--- config.mk ---
export PLATFORM = sky130hd
export DESIGN_NAME = cpu_control_fsm
export DESIGN_NICKNAME = d
export VERILOG_FILES = /design/src/rtl/cpu_control_fsm.sv
export SDC_FILE = /design/constraint.sdc
export NUM_CORES = 1
export LEC_CHECK = 0
export ABC_AREA = 1
export CORE_UTILIZATION = 25
export DETAILED_ROUTE_END_ITERATION = 8
export DONT_BUFFER_PORTS = 1
export HOLD_SLACK_MARGIN = 0.08
export PLACE_DENSITY = 0.42
export SLEW_MARGIN = 20
export SYNTH_ARGS = -nofsm -noshare
export SYNTH_HDL_FRONTEND = slang
export SYNTH_SLANG_ARGS = --single-unit
--- constraint.sdc ---
create_clock -name clk -period 4.4 [get_ports clk]
set_input_delay 0.88 -clock clk [delete_from_list [all_inputs] [get_ports clk]]
set_output_delay 0.88 -clock clk [all_outputs]
set_load 0.02 [all_outputs]
--- src/rtl/cpu_control_fsm.sv ---
// Multi-cycle control unit: owns PC/IR, decodes instructions and sequences the
// datapath controls through FETCH/DECODE/EXEC/MEM/WB, with branch/jump resolution.
module cpu_control_fsm #(
  parameter int PC_WIDTH  = 9,
  parameter int CNT_WIDTH = 16
) (
  input  logic                 clk,
  input  logic                 rst,
  input  logic                 run,
  input  logic [31:0]          instr,
  input  logic                 cFlag,
  input  logic                 nFlag,
  input  logic                 vFlag,
  input  logic                 zFlag,
  input  logic [8:0]           rfRdData0Short,
  output logic [PC_WIDTH-1:0]  pc,
  output logic [15:0]          immediate,
  output logic [4:0]           rfRdAdrx0,
  output logic [4:0]           rfRdAdrx1,
  output logic [4:0]           rfWrAdrx,
  output logic [2:0]           aluCtl,
  output logic                 rfWriteEn,
  output logic                 aluBusBSel,
  output logic                 dmemResultSel,
  output logic                 regDest,
  output logic                 dmemWrEn,
  output logic                 halted,
  output logic                 illegal,
  output logic [CNT_WIDTH-1:0] retired
);

  typedef enum logic [2:0] {
    S_FETCH  = 3'd0,
    S_DECODE = 3'd1,
    S_EXEC   = 3'd2,
    S_MEM    = 3'd3,
    S_WB     = 3'd4,
    S_HALT   = 3'd5
  } state_t;

  typedef enum logic [3:0] {
    K_ALU  = 4'd0,
    K_ADDI = 4'd1,
    K_LW   = 4'd2,
    K_SW   = 4'd3,
    K_BGT  = 4'd4,
    K_J    = 4'd5,
    K_JR   = 4'd6,
    K_HALT = 4'd7,
    K_ILL  = 4'd8
  } kind_t;

  localparam logic [2:0] ALU_ADD = 3'b000;
  localparam logic [2:0] ALU_SUB = 3'b001;
  localparam logic [2:0] ALU_AND = 3'b010;
  localparam logic [2:0] ALU_OR  = 3'b011;
  localparam logic [2:0] ALU_XOR = 3'b100;
  localparam logic [2:0] ALU_SLT = 3'b101;

  state_t state, state_nxt;
  kind_t  kind, kind_nxt, dec_kind;
  logic [31:0]          ir, ir_nxt;
  logic [PC_WIDTH-1:0]  pc_nxt, pc_inc;
  logic [2:0]           alu_nxt, dec_alu;
  logic                 bsel_nxt, dsel_nxt, rdst_nxt, we_nxt, dwe_nxt;
  logic                 halted_nxt, ill_nxt, bgt_taken;
  logic [CNT_WIDTH-1:0] ret_nxt, ret_sat;

  assign immediate = ir[15:0];
  assign rfRdAdrx0 = ir[25:21];
  assign rfRdAdrx1 = ir[20:16];
  assign rfWrAdrx  = ir[15:11];

  assign pc_inc    = pc + PC_WIDTH'(1);
  assign bgt_taken = !zFlag && (nFlag == vFlag);
  assign ret_sat   = (retired == {CNT_WIDTH{1'b1}}) ? retired : retired + CNT_WIDTH'(1);

  // Instruction decode of the latched IR
  always_comb begin
    dec_kind = K_ILL;
    dec_alu  = ALU_ADD;
    case (ir[31:26])
      6'h00: begin
        case (ir[5:0])
          6'h20:   begin dec_kind = K_ALU; dec_alu = ALU_ADD; end
          6'h22:   begin dec_kind = K_ALU; dec_alu = ALU_SUB; end
          6'h24:   begin dec_kind = K_ALU; dec_alu = ALU_AND; end
          6'h25:   begin dec_kind = K_ALU; dec_alu = ALU_OR;  end
          6'h26:   begin dec_kind = K_ALU; dec_alu = ALU_XOR; end
          6'h2A:   begin dec_kind = K_ALU; dec_alu = ALU_SLT; end
          6'h08:   dec_kind = K_JR;
          default: dec_kind = K_ILL;
        endcase
      end
      6'h08:   dec_kind = K_ADDI;
      6'h23:   dec_kind = K_LW;
      6'h2B:   dec_kind = K_SW;
      6'h07:   begin dec_kind = K_BGT; dec_alu = ALU_SUB; end
      6'h02:   dec_kind = K_J;
      6'h3F:   dec_kind = K_HALT;
      default: dec_kind = K_ILL;
    endcase
  end

  // Next-state and next-value logic for every register
  always_comb begin
    state_nxt  = state;
    kind_nxt   = kind;
    ir_nxt     = ir;
    pc_nxt     = pc;
    alu_nxt    = aluCtl;
    bsel_nxt   = aluBusBSel;
    dsel_nxt   = dmemResultSel;
    rdst_nxt   = regDest;
    we_nxt     = 1'b0;
    dwe_nxt    = 1'b0;
    halted_nxt = halted;
    ill_nxt    = illegal;
    ret_nxt    = retired;
    case (state)
      S_FETCH: begin
        if (run) begin
          ir_nxt    = instr;
          state_nxt = S_DECODE;
        end else begin
          state_nxt = S_FETCH;
        end
      end
      S_DECODE: begin
        kind_nxt = dec_kind;
        alu_nxt  = dec_alu;
        bsel_nxt = (dec_kind == K_ADDI) || (dec_kind == K_LW) || (dec_kind == K_SW);
        dsel_nxt = (dec_kind == K_LW);
        rdst_nxt = (dec_kind == K_ALU);
        if ((dec_kind == K_HALT) || (dec_kind == K_ILL)) begin
          state_nxt  = S_HALT;
          halted_nxt = 1'b1;
          ill_nxt    = (dec_kind == K_ILL);
        end else if ((dec_kind == K_BGT) || (dec_kind == K_J) || (dec_kind == K_JR)) begin
          state_nxt = S_EXEC;
        end else begin
          state_nxt = S_EXEC;
          pc_nxt    = pc_inc;
        end
      end
      S_EXEC: begin
        case (kind)
          K_ALU, K_ADDI: begin state_nxt = S_WB; we_nxt = 1'b1; end
          K_LW:          state_nxt = S_MEM;
          K_SW:          begin state_nxt = S_MEM; dwe_nxt = 1'b1; end
          K_BGT: begin
            // sext(imm) truncated to PC_WIDTH is just the low immediate bits
            pc_nxt    = bgt_taken ? (pc_inc + PC_WIDTH'(ir[15:0])) : pc_inc;
            state_nxt = S_FETCH;
            ret_nxt   = ret_sat;
          end
          K_J:  begin pc_nxt = ir[PC_WIDTH-1:0]; state_nxt = S_FETCH; ret_nxt = ret_sat; end
          K_JR: begin pc_nxt = PC_WIDTH'(rfRdData0Short); state_nxt = S_FETCH; ret_nxt = ret_sat; end
          default: begin state_nxt = S_FETCH; ret_nxt = ret_sat; end
        endcase
      end
      S_MEM: begin
        if (kind == K_LW) begin
          state_nxt = S_WB;
          we_nxt    = 1'b1;
        end else begin
          state_nxt = S_FETCH;
          ret_nxt   = ret_sat;
        end
      end
      S_WB: begin
        state_nxt = S_FETCH;
        ret_nxt   = ret_sat;
      end
      S_HALT:  state_nxt = S_HALT;
      default: state_nxt = S_FETCH;
    endcase
  end

  // State, PC/IR and registered control outputs
  always_ff @(posedge clk or posedge rst) begin
    if (rst) begin
      state         <= S_FETCH;
      kind          <= K_ILL;
      ir            <= 32'h0000_0000;
      pc            <= '0;
      aluCtl        <= ALU_ADD;
      aluBusBSel    <= 1'b0;
      dmemResultSel <= 1'b0;
      regDest       <= 1'b0;
      rfWriteEn     <= 1'b0;
      dmemWrEn      <= 1'b0;
      halted        <= 1'b0;
      illegal       <= 1'b0;
      retired       <= '0;
    end else begin
      state         <= state_nxt;
      kind          <= kind_nxt;
      ir            <= ir_nxt;
      pc            <= pc_nxt;
      aluCtl        <= alu_nxt;
      aluBusBSel    <= bsel_nxt;
      dmemResultSel <= dsel_nxt;
      regDest       <= rdst_nxt;
      rfWriteEn     <= we_nxt;
      dmemWrEn      <= dwe_nxt;
      halted        <= halted_nxt;
      illegal       <= ill_nxt;
      retired       <= ret_nxt;
    end
  end

  // Carry flag is part of the datapath interface but no supported branch uses it
  logic unused_ok;
  assign unused_ok = cFlag;

endmodule

### Yosys cells after proc, flatten, opt, wreduce, memory -nomap -nowiden

Cells that the tools add are included.

| word-level totals | value |
|---|---|
| bits in registers | 74 |
| bits in latches | 0 |
| bits in writable memories | 0 |
| ROM bits | 0 |
| input port bits | 48 |
| output and inout bits | 66 |
| logic and storage cells | 99 |
| memories | 0 |

| cells by class | value |
|---|---|
| add/sub/neg operators | 3 |
| multiply operators | 0 |
| divide/modulo/power cells | 0 |
| $lt $le $gt $ge | 0 |
| equal/unequal tests | 39 |
| shift operators | 0 |
| multiplexer cells | 23 |
| bitwise gates (word level) | 0 |
| reductions and logical operators | 21 |

Operators by type and width:

| kind | number |
|---|---|
| $eq A6 B6 Y1 const B | 9 |
| $mux W16 | 3 |
| $pmux W16 S3 | 1 |
| $pmux W3 S5 | 2 |
| $eq A4 B3 Y1 const B | 7 |
| $pmux W4 S7 | 1 |
| $mux W9 | 3 |
| $pmux W9 S3 | 1 |
| $pmux W9 S2 | 1 |
| $add A16 B1 Y16 const B | 1 |
| $eq A16 B16 Y1 const B | 1 |
| $eq A4 B2 Y1 const B | 4 |
| $eq A6 B4 Y1 const B | 2 |
| $pmux W3 S2 | 2 |
| $add A9 B1 Y9 const B | 1 |
| $add A9 B9 Y9 | 1 |
| $eq A4 B1 Y1 const B | 2 |
| $logic_not A4 Y1 | 2 |
| $ne A2 B2 Y1 const B | 4 |
| $pmux W4 S2 | 1 |
| $eq A3 B2 Y1 const B | 2 |
| $eq A3 B3 Y1 const B | 2 |
| $eq A6 B2 Y1 const B | 1 |
| $eq A6 B3 Y1 const B | 1 |
| other kinds (20) | 31 |

### Logic depth before layout (Yosys ltp)

Gate-level depths: netlist of the first run.

| logic depth | value |
|---|---|
| depth after elaboration | 10 |
| gate-level depth with buffers | 19 |
| mapped depth without buffers | 19 |

### Worst setup path after synthesis of the first run

No wires, ideal clock.

| timing path | value |
|---|---|
| path kind | register -> register |
| start | register pc[0] |
| end | register pc[8] |
| library setup time | 0.116 ns |
| arrival time | 2.238 ns |
| required time | 4.284 ns |
| slack | 2.045 ns |
| stages on the path, launching flop included | 18 |
| buffers on the path | 0 |
| clock period less this slack | 2.355 ns |
| cells stage by stage | dfrtp_1 ha_1 nand2_1 nor2_1 nand4_1 nand2_1 inv_1 ha_1 nand2_1 inv_1 a21oi_1 nand3_1 nand3_1 nand2_1 nand3_1 nand2_1 nand2_1 nand2_1 |

| on the way | value |
|---|---|
| longest elaborated chain between the ends | 5 |
| elaborated cells on any way between the ends | 7 |
| those cells by class | add/sub: 2; mux: 5 |

RTL lines:

| item | RTL line | RTL |
|---|---|---|
| from (decl) | 16 | `output logic [PC_WIDTH-1:0] pc,` |
| from (signal assigned) | 200 | `pc <= pc_nxt;` |
| $add A9 B1 Y9 * | 74 | `assign pc_inc = pc + PC_WIDTH'(1);` |
| $add A9 B9 Y9 | 153 | `pc_nxt = bgt_taken ? (pc_inc + PC_WIDTH'(ir[15:0])) : pc_inc;` |
| $mux W9 | 153 |  |
| $pmux W9 S3 | 147 | `case (kind)` |
| $pmux W9 S2 * | 120 | `case (state)` |

Mark *: on every way between the ends. The rest lies on a longest branch, timed or not. The select of a mux whose other input is x is not followed.
A chain may end at the register's enable or synchronous reset.

### Final worst setup path of the first run

Same ends and word-level chain as after synthesis.

==> results of run 1 <==
-- cells by family (layout without fill, tap and decap cells) --
kind of cell               Yosys count  count (layout)
muxes                               18              18
adders and majority gates           11              11
AOI/OAI and AO/OA                   71              71
DFF                                 74              74
buffers and inverters              119              92
and+or+nand+nor                    291             291
xor gates and xnor gates            15              15
-- worst max-delay path, cell delays in order (launching register included) --
cell	delay (ps)
dfrtp_1	560
ha_1	250
nand2_1	60
nor2_1	290
nand4_1	130
nand2_1	150
inv_1	70
ha_1	340
nand2_1	110
inv_1	40
a21oi_1	170
nand3_1	120
nand3_1	100
nand2_1	60
nand3_1	70
nand2_1	80
nand2_1	70
nand2_1	40
-- worst max-delay path by stage --
stage | from | endpoint | slack (ps)
floorplan | rst | aluBusBSel$_DFFE_PP0P_ | 1640
global placement | pc[0]$_DFFE_PP0P_ | pc[8]$_DFFE_PP0P_ | 1590
detailed placement | pc[0]$_DFFE_PP0P_ | pc[8]$_DFFE_PP0P_ | 1590
CTS | pc[0]$_DFFE_PP0P_ | pc[8]$_DFFE_PP0P_ | 1570
global route | pc[1]$_DFFE_PP0P_ | pc[8]$_DFFE_PP0P_ | 1220
finish | pc[0]$_DFFE_PP0P_ | pc[8]$_DFFE_PP0P_ | 1580
-- through the flow --
step	hold WS [ps]	total power [uW]
after floorplan	469	711
after global placement	486	718
after detailed placement	490	719
after CTS	488	1430
after global routing	513	1450
final	472	1390
-- power breakdown --
part           total, uW  internal (uW)  leakage, uW  switching [uW]
logic               24.1           4.31      0.00140            19.8
registers            681            681     0.000890               0
clock network        685            394     0.000128             291
total               1390           1080      0.00242             310
-- synth_stat cells, types with 2 or more instances --
cell	count
nand2_1	154
dfrtp_1	73
inv_1	66
nor2_1	59
nand3_1	40
buf_4	33
o21ai_0	29
a21oi_1	23
mux2_2	18
xor2_1	12
ha_1	10
buf_2	8
nand4_1	8
nor3_1	8
inv_2	7
nor2_2	6
a211oi_1	4
a31oi_1	4
o21ai_2	4
nand2_2	3
nand3b_1	3
xnor2_1	3
a22o_1	2
clkbuf_1	2
clkinv_1	2
nand2_4	2
nand3_2	2
o21ai_1	2
or2_2	2
-- final cells by class --
| type | instances | share of cell area |
|---|---|---|
| multi-input cells | 406 | 0.442 |
| flip-flops and latches | 74 | 0.382 |
| well taps | 229 | 0.0590 |
| inverters | 75 | 0.0582 |
| clock buffers | 11 | 0.0500 |
| clock inverters | 4 | 0.00592 |
| repair buffers | 2 | 0.00309 |
-- cell usage in the layout, fill, tap and decap left out, types with 3 or more instances in the layout --
cell type / instances
nand3_1: 39
inv_2: 7
clkbuf_16: 9
nand2_1: 154
nor3_1: 8
o21ai_0: 29
xor2_1: 12
nand3b_1: 3
a31oi_1: 4
nor2_2: 6
nand2_2: 3
a21oi_1: 23
inv_1: 65
mux2_2: 18
xnor2_1: 3
nor2_1: 59
ha_1: 10
a211oi_1: 4
nand4_1: 8
dfrtp_1: 73
o21ai_2: 4
-- flip-flops by register name, summed over array words and instances (netlist names) --
signal	count
aluBusBSel	1
retired	16
regDest	1
halted	1
state	3
kind	4
pc	9
aluCtl	3
dmemResultSel	1
rfWriteEn	1
illegal	1
dmemWrEn	1
ir	32
-- per-layer routing --
metal | vias up | routed length, um
li1 | 1822 | -
met1 | 1624 | 5250
met2 | 103 | 4950
met3 | 9 | 680
met4 | 0 | 174
met5 | - | 0
==> summary by stage, run 1 <==
Layout
The layout cell share with drive strength beyond 1 is 0.114. The count of non-filler cells in the finished layout is 801. The register area is 0.00185 sq mm. The antenna cell count is 0. The layout has 1,976 filler cells.

The area overhead of the layout relative to synthesis is 6.12%. The area of all placed cells without fillers is 0.00486 sq mm. At the end of the flow the core is filled with cells to 0.270. The number of nets in the layout is 627. The combined area of the multi-input logic cells is 0.00215 sq mm.

Critical path
The largest fanout on the critical path is 6. Data arrives at the worst endpoint at 3050 ps. The worst setup path is captured at a register. The reg2reg setup slack is 1580 ps. In this run the critical register-to-register path is launched from pc[0]$_DFFE_PP0P_. The number of cells on the worst reg-to-reg path is 17.

The endpoint of the worst-slack reg-to-reg timing path is pc[8]$_DFFE_PP0P_. The startpoint type of the worst setup path is a register. The required arrival time at the worst endpoint is 4630 ps. The critical path is of the register to register type.

Clock tree
No sink is reached through more buffers than the 2 on the longest clock path. The post-cts sizing count is 0. In this run the clock root is driven by a clkbuf_16.

The clock sink count is 74. The clock latency on the worst-skew pair is 340 ps. The post-CTS setup buffer count is 0. The H-tree depth is 3. The TritonCTS buffer count is 9. TritonCTS built the clock tree. The clock slew seen by the registers of the worst setup and hold paths is 60 ps. The number of hold buffers added after cts is 0.

Detailed routing
The number of routed nets with antenna violations is 0. After detailed routing, the average wire length per cell comes to 13.8 um. The DRC violation count after routing is 0. In the routed layout, each cell is associated on average with a via count of 4.44. The total number of vias is 3,558. For this block, the initial DRC count from the detailed router was 156. Summed over all layers, the routed wires come to 11.0 mm. Before antenna repair, the detailed router went through 6 iterations.

Place
The number of buffers inserted by port buffering is 0. The placement-stage worst setup slack is 1590 ps. At the end of routability-driven placement, the weighted congestion stood at 0.798. The placed wire-length estimate is 8.42 mm. The placed cell count is 786. The post-place instance area is 0.00458 sq mm.

Yosys
After technology mapping, the gate count stands at 599. Of the total synthesized cell area, the portion taken by full adders, half adders and majority gates is 0.0317. The predominant post-synthesis flop cell is dfrtp_1. The complex-gate fraction of the synthesized area was 0.0878. The net count of the mapped netlist is 658. The number of storage elements in the synthesis netlist is 74. In this run the cell area of the synthesized design comes to 0.00458 sq mm.

The synthesized netlist contains 39 unique library cells. For this run, the number of Yosys warnings is 0. Summed over all instances, the cell type with the most area after synthesis is dfrtp_1.

The number of flops mapped to enable cells by yosys is 0. The fraction of the yosys area taken by sequential cells is 0.405. The largest family of logic cells by synthesized area is simple AND/OR/NAND/NOR gates.

Each instance of the synthesized netlist takes up on average 7.64 sq um. Of the total synthesized cell area, the portion taken by AND, OR, NAND and NOR gates is 0.274. The mux cell area share after synthesis is 0.0443. The fraction of synthesis flops using an asynchronous set or reset pin is 1.00. Of the post-synthesis cell area, the dominant cell type holds 0.399. By area the synthesized netlist is led by dfrtp_1 40%, nand2_1 13%, buf_4 5.4%. Of the total synthesized cell area, the portion taken by XOR and XNOR cells is 0.0287.

Timing
Summed over all failing endpoints, the final setup total negative slack is 0 ps. Setup repair after global routing left no endpoint under its margin. Setup slack on the critical path of the routed design comes to 1580 ps. For the pin with the worst max-slew slack, the measured transition is 883 ps. The time the worst path needs with I/O delays and setup is 2820 ps. Dividing the final minimum period by the clock period gives 0.641.

Clock skew on the completed layout was measured at 7.74 ps. Setup violations remaining at the end of the flow were counted as 0. Static timing analysis puts the maximum clock frequency at 0.355 GHz. The final number of hold-violating endpoints was 0.

The final max-slew violation count is 0. The worst pin sits at a relative slew slack of 0.409.

Global routing
The busiest layer in global routing is met2. The via count of the first global-routing pass is 3,347. In the global route stage, met2 resource usage came out at 0.189. The initial antenna violation count is 0.

The met3 track utilization from global routing is 0.0379. The sum of overflow across all layers after global routing is 0. The largest net degree at the start of global routing is 48. The first global-routing pass estimated 17.6 mm of wire. The global-route track usage on met1 is 0.158. The all-layer global routing usage is 0.123.

Run
Across the run, the number of max-cap violations was 0.

Pwr
Across the VDD grid, the largest voltage drop is 0.189 mV. For this design the static power due to leakage is 0.00242 uW. In this run the power density over the cells is 286 mW/mm^2.

Die
The starting density of the core is 0.255. The placeable core region is 0.0180 sq mm. The horizontal extent of the die is 137 um.

For this design the top-level I/O count stands at 114. The site row count is 49. From bottom edge to top edge, the die measures 137 um. The area of the die is 0.0189 sq mm.

Outcome
The run finished with clean final reports.

Hold path
The tightest min-delay check is of the primary input to asynchronous set/reset pin type.
No activity file was read; power rests on OpenSTA's default activity.
==> inputs of run 2 (changes only) <==
==> constraint.sdc (replaced) <==
create_clock -name clk -period 2.6 [get_ports clk]
set_input_delay 0.52 -clock clk [delete_from_list [all_inputs] [get_ports clk]]
set_output_delay 0.52 -clock clk [all_outputs]
set_load 0.02 [all_outputs]
==> summary by stage, run 2 (synthesized netlist as in run 1, its figures left out) <==
Outcome
The run finished with clean final reports.

Place
The number of buffers inserted by port buffering is 0. The post-place instance area is 0.00470 sq mm. OpenSTA, run right after detailed placement, puts the worst setup slack at 18.6 ps. Detailed placement ended at an HPWL of 8.67 mm. The final RePlAce weighted congestion is 0.825.

Layout
The largest registers in the layout are ir x32, retired x16, pc x9. The layout cell share with drive strength beyond 1 is 0.150. Registers take 0.00185 sq mm.

The top cell types in the final layout, fill and taps aside, are 152 x nand2_1, 72 x dfrtp_1, 65 x inv_1, 57 x nor2_1, 39 x nand3_1. Leaving out fill and tap cells, the most frequent cell in the layout is nand2_1. The area of all placed cells without fillers is 0.00505 sq mm. The number of nets in the layout is 643. The filler cells instantiated in the layout total 1,940. The combined area of the multi-input logic cells is 0.00217 sq mm. The top register by number of flip-flops is ir. For this run, the share of the core covered by cells in the final layout is 0.281. The flip-flop count of the largest register after layout is 32. Relative to the synthesized area, the layout overhead comes to 10.4%. The number of antenna diodes in the final layout is 0.

Clock tree
The H-tree depth is 3. The clock slew seen by the registers of the worst setup and hold paths is 60 ps. The CTS tree is yes. The TritonCTS buffer count is 9. The clock latency on the worst-skew pair is 340 ps. Clock tree synthesis selected as its root buffer the cell clkbuf_16.

The clock sink count is 74. No sink is reached through more buffers than the 2 on the longest clock path.

Detailed routing
The final routed wire length divided by cell count is 13.8 um. The detail route stage leaves a number of antenna-violating nets equal to 0. In the routed design, unresolved DRC markers number 0. Summed over all layers, the routed wires come to 11.3 mm. The pre-antenna-repair detailed-routing pass consisted of 5 iterations. The violation count after the first detailed-routing iteration is 193. The detailed router placed 3,658 vias in this run. The via density per instance is 4.48.

Global routing
The via count of the first global-routing pass was 3,488. The all-layer global routing usage is 0.126. The first global-routing pass estimated 18.0 mm of wire. The initial antenna violation count is 0. Entering global routing, the biggest net connects 41 pins. After global routing the overflow that remains totals 0.

Critical path
Data arrives at the worst endpoint at 2650 ps. The required arrival time at the worst endpoint is 2830 ps. The worst setup path is launched from a register. The category of the critical setup timing path is register to register. Along the worst path, the maximum fanout reaches 5.

The capturing element type of the critical path is a register.

Timing
The total setup violations reported at the end of the flow is 0. Measured against its own limit, the worst slew margin works out to 0.566. The transition at the pin with the smallest max-transition slack is 650 ps. The final worst-path setup slack is 180 ps.

Setup repair after global routing left no endpoint under its margin. In the finished design, the share of the clock period the worst path needs comes to 0.931. The worst hold slack is 125 ps. The time the worst path needs with I/O delays and setup is 2420 ps. Timing would allow up to 0.413 GHz. The final max-slew violation count is 0. The final number of hold-violating endpoints is 0. The summed negative setup slack over all endpoints is 0 ps. Clock skew on the completed layout was measured at 6.86 ps.

Run
Max-cap violations in this run came to 0.

Pwr
The share of total power dissipated in combinational logic is 0.018. In this run the power density over the cells is 503 mW/mm^2. In this run the power spent charging and discharging nets is 546 uW. Of the total power, the share spent switching nets is 0.215. The static leakage is 0.00252 uW. Of the total power, the clock network draws 0.529. The internal cell power is 2000 uW. The worst voltage drop across the vdd grid is 0.321 mV.

Of the total power, registers draw 0.453.

Die
The region available for standard cell placement spans 0.0180 sq mm. For this design the top-level I/O count stands at 114. For this configuration, the core starts out at a cell density of 0.255. The site row count is 49. The die is 137 um tall.

The floorplan step defined a die boundary enclosing 0.0189 sq mm. The horizontal extent of the die is 137 um.

Hold path
The min-delay analysis places its worst path in the category primary input to asynchronous set/reset pin.
-- run 2: cell types whose count changed in the layout (fill, tap and decap cells not counted), sizes merged --
cell and delta:
buf +16, clkbuf -1, bufinv +2, clkinv -1
-- run 2: worst paths after layout --
| path | start | endpoint | slack [ps] | depth (start not counted) |
|---|---|---|---|---|
| worst max-delay path | pc[0]$_DFFE_PP0P_ | pc[8]$_DFFE_PP0P_ | 180 | 16 |
| worst min-delay path | rst | ir[20]$_DFFE_PP0P_ | 120 | 1 |
| worst max register to register | pc[0]$_DFFE_PP0P_ | pc[8]$_DFFE_PP0P_ | 180 | 16 |
| worst min register to register | kind[3]$_DFFE_PP1P_ | kind[3]$_DFFE_PP1P_ | 500 | 2 |
| max in group asynchronous | rst | kind[3]$_DFFE_PP1P_ | 1780 | 2 |
| min in group clk | instr[23] | ir[23]$_DFFE_PP0P_ | 330 | 1 |
-- run 2: layer usage --
| layer | track usage | share of wire |
|---|---|---|
| met1 | 0.164 | 0.48 |
| met2 | 0.195 | 0.46 |
| met3 | 0.0331 | 0.052 |
| met4 | 0.0531 | 0.017 |
| met5 | 0 | 0 |
-- run 2: cell type report --
cell class	instances	area share
sequential	74	0.367
multi-input combinational	406	0.430
timing repair buffer	18	0.0292
tap	229	0.0567
clock buffer	10	0.0453
inverter	75	0.0560
clock inverter	5	0.0159
-- run 2: power groups by stage --
stage | sequential, uW | combinational (uW) | clock, uW
final | 1150 | 45.0 | 1350
after global routing | 1150 | 54.2 | 1430
after CTS | 1150 | 48.4 | 1400
after detailed placement | 1170 | 48.4 | 0
after global placement | 1170 | 47.2 | 0
after floorplan | 1170 | 31.0 | 0
-- run 2: through the flow --
stage | total power [uW] | instances
detailed placement | 1220 | 800
finish | 2540 | 817
global route | 2640 | 817
floorplan | 1200 | 599
CTS | 2600 | 815
global placement | 1220 | 800
-- run 2: repair_timing --
item | in CTS | in global routing
resized for setup | 1 | 7
gates cloned | 0 | 0
hold buffers | 0 | 0
endpoints found under the setup margin | 1 | 4
setup buffers | 0 | 2
-- run 2: critical path, stage by stage (launching register included) --
cell	delay, ps
dfrtp_2	380
inv_1	100
nor2_2	190
nand3_1	110
xor2_1	260
inv_1	90
ha_1	340
nand2_1	90
nand2_1	70
a21oi_1	170
nand3_1	120
nand3_1	100
nand2_1	50
nand3_1	70
nand2_1	70
nand2_1	60
nand2_1	40
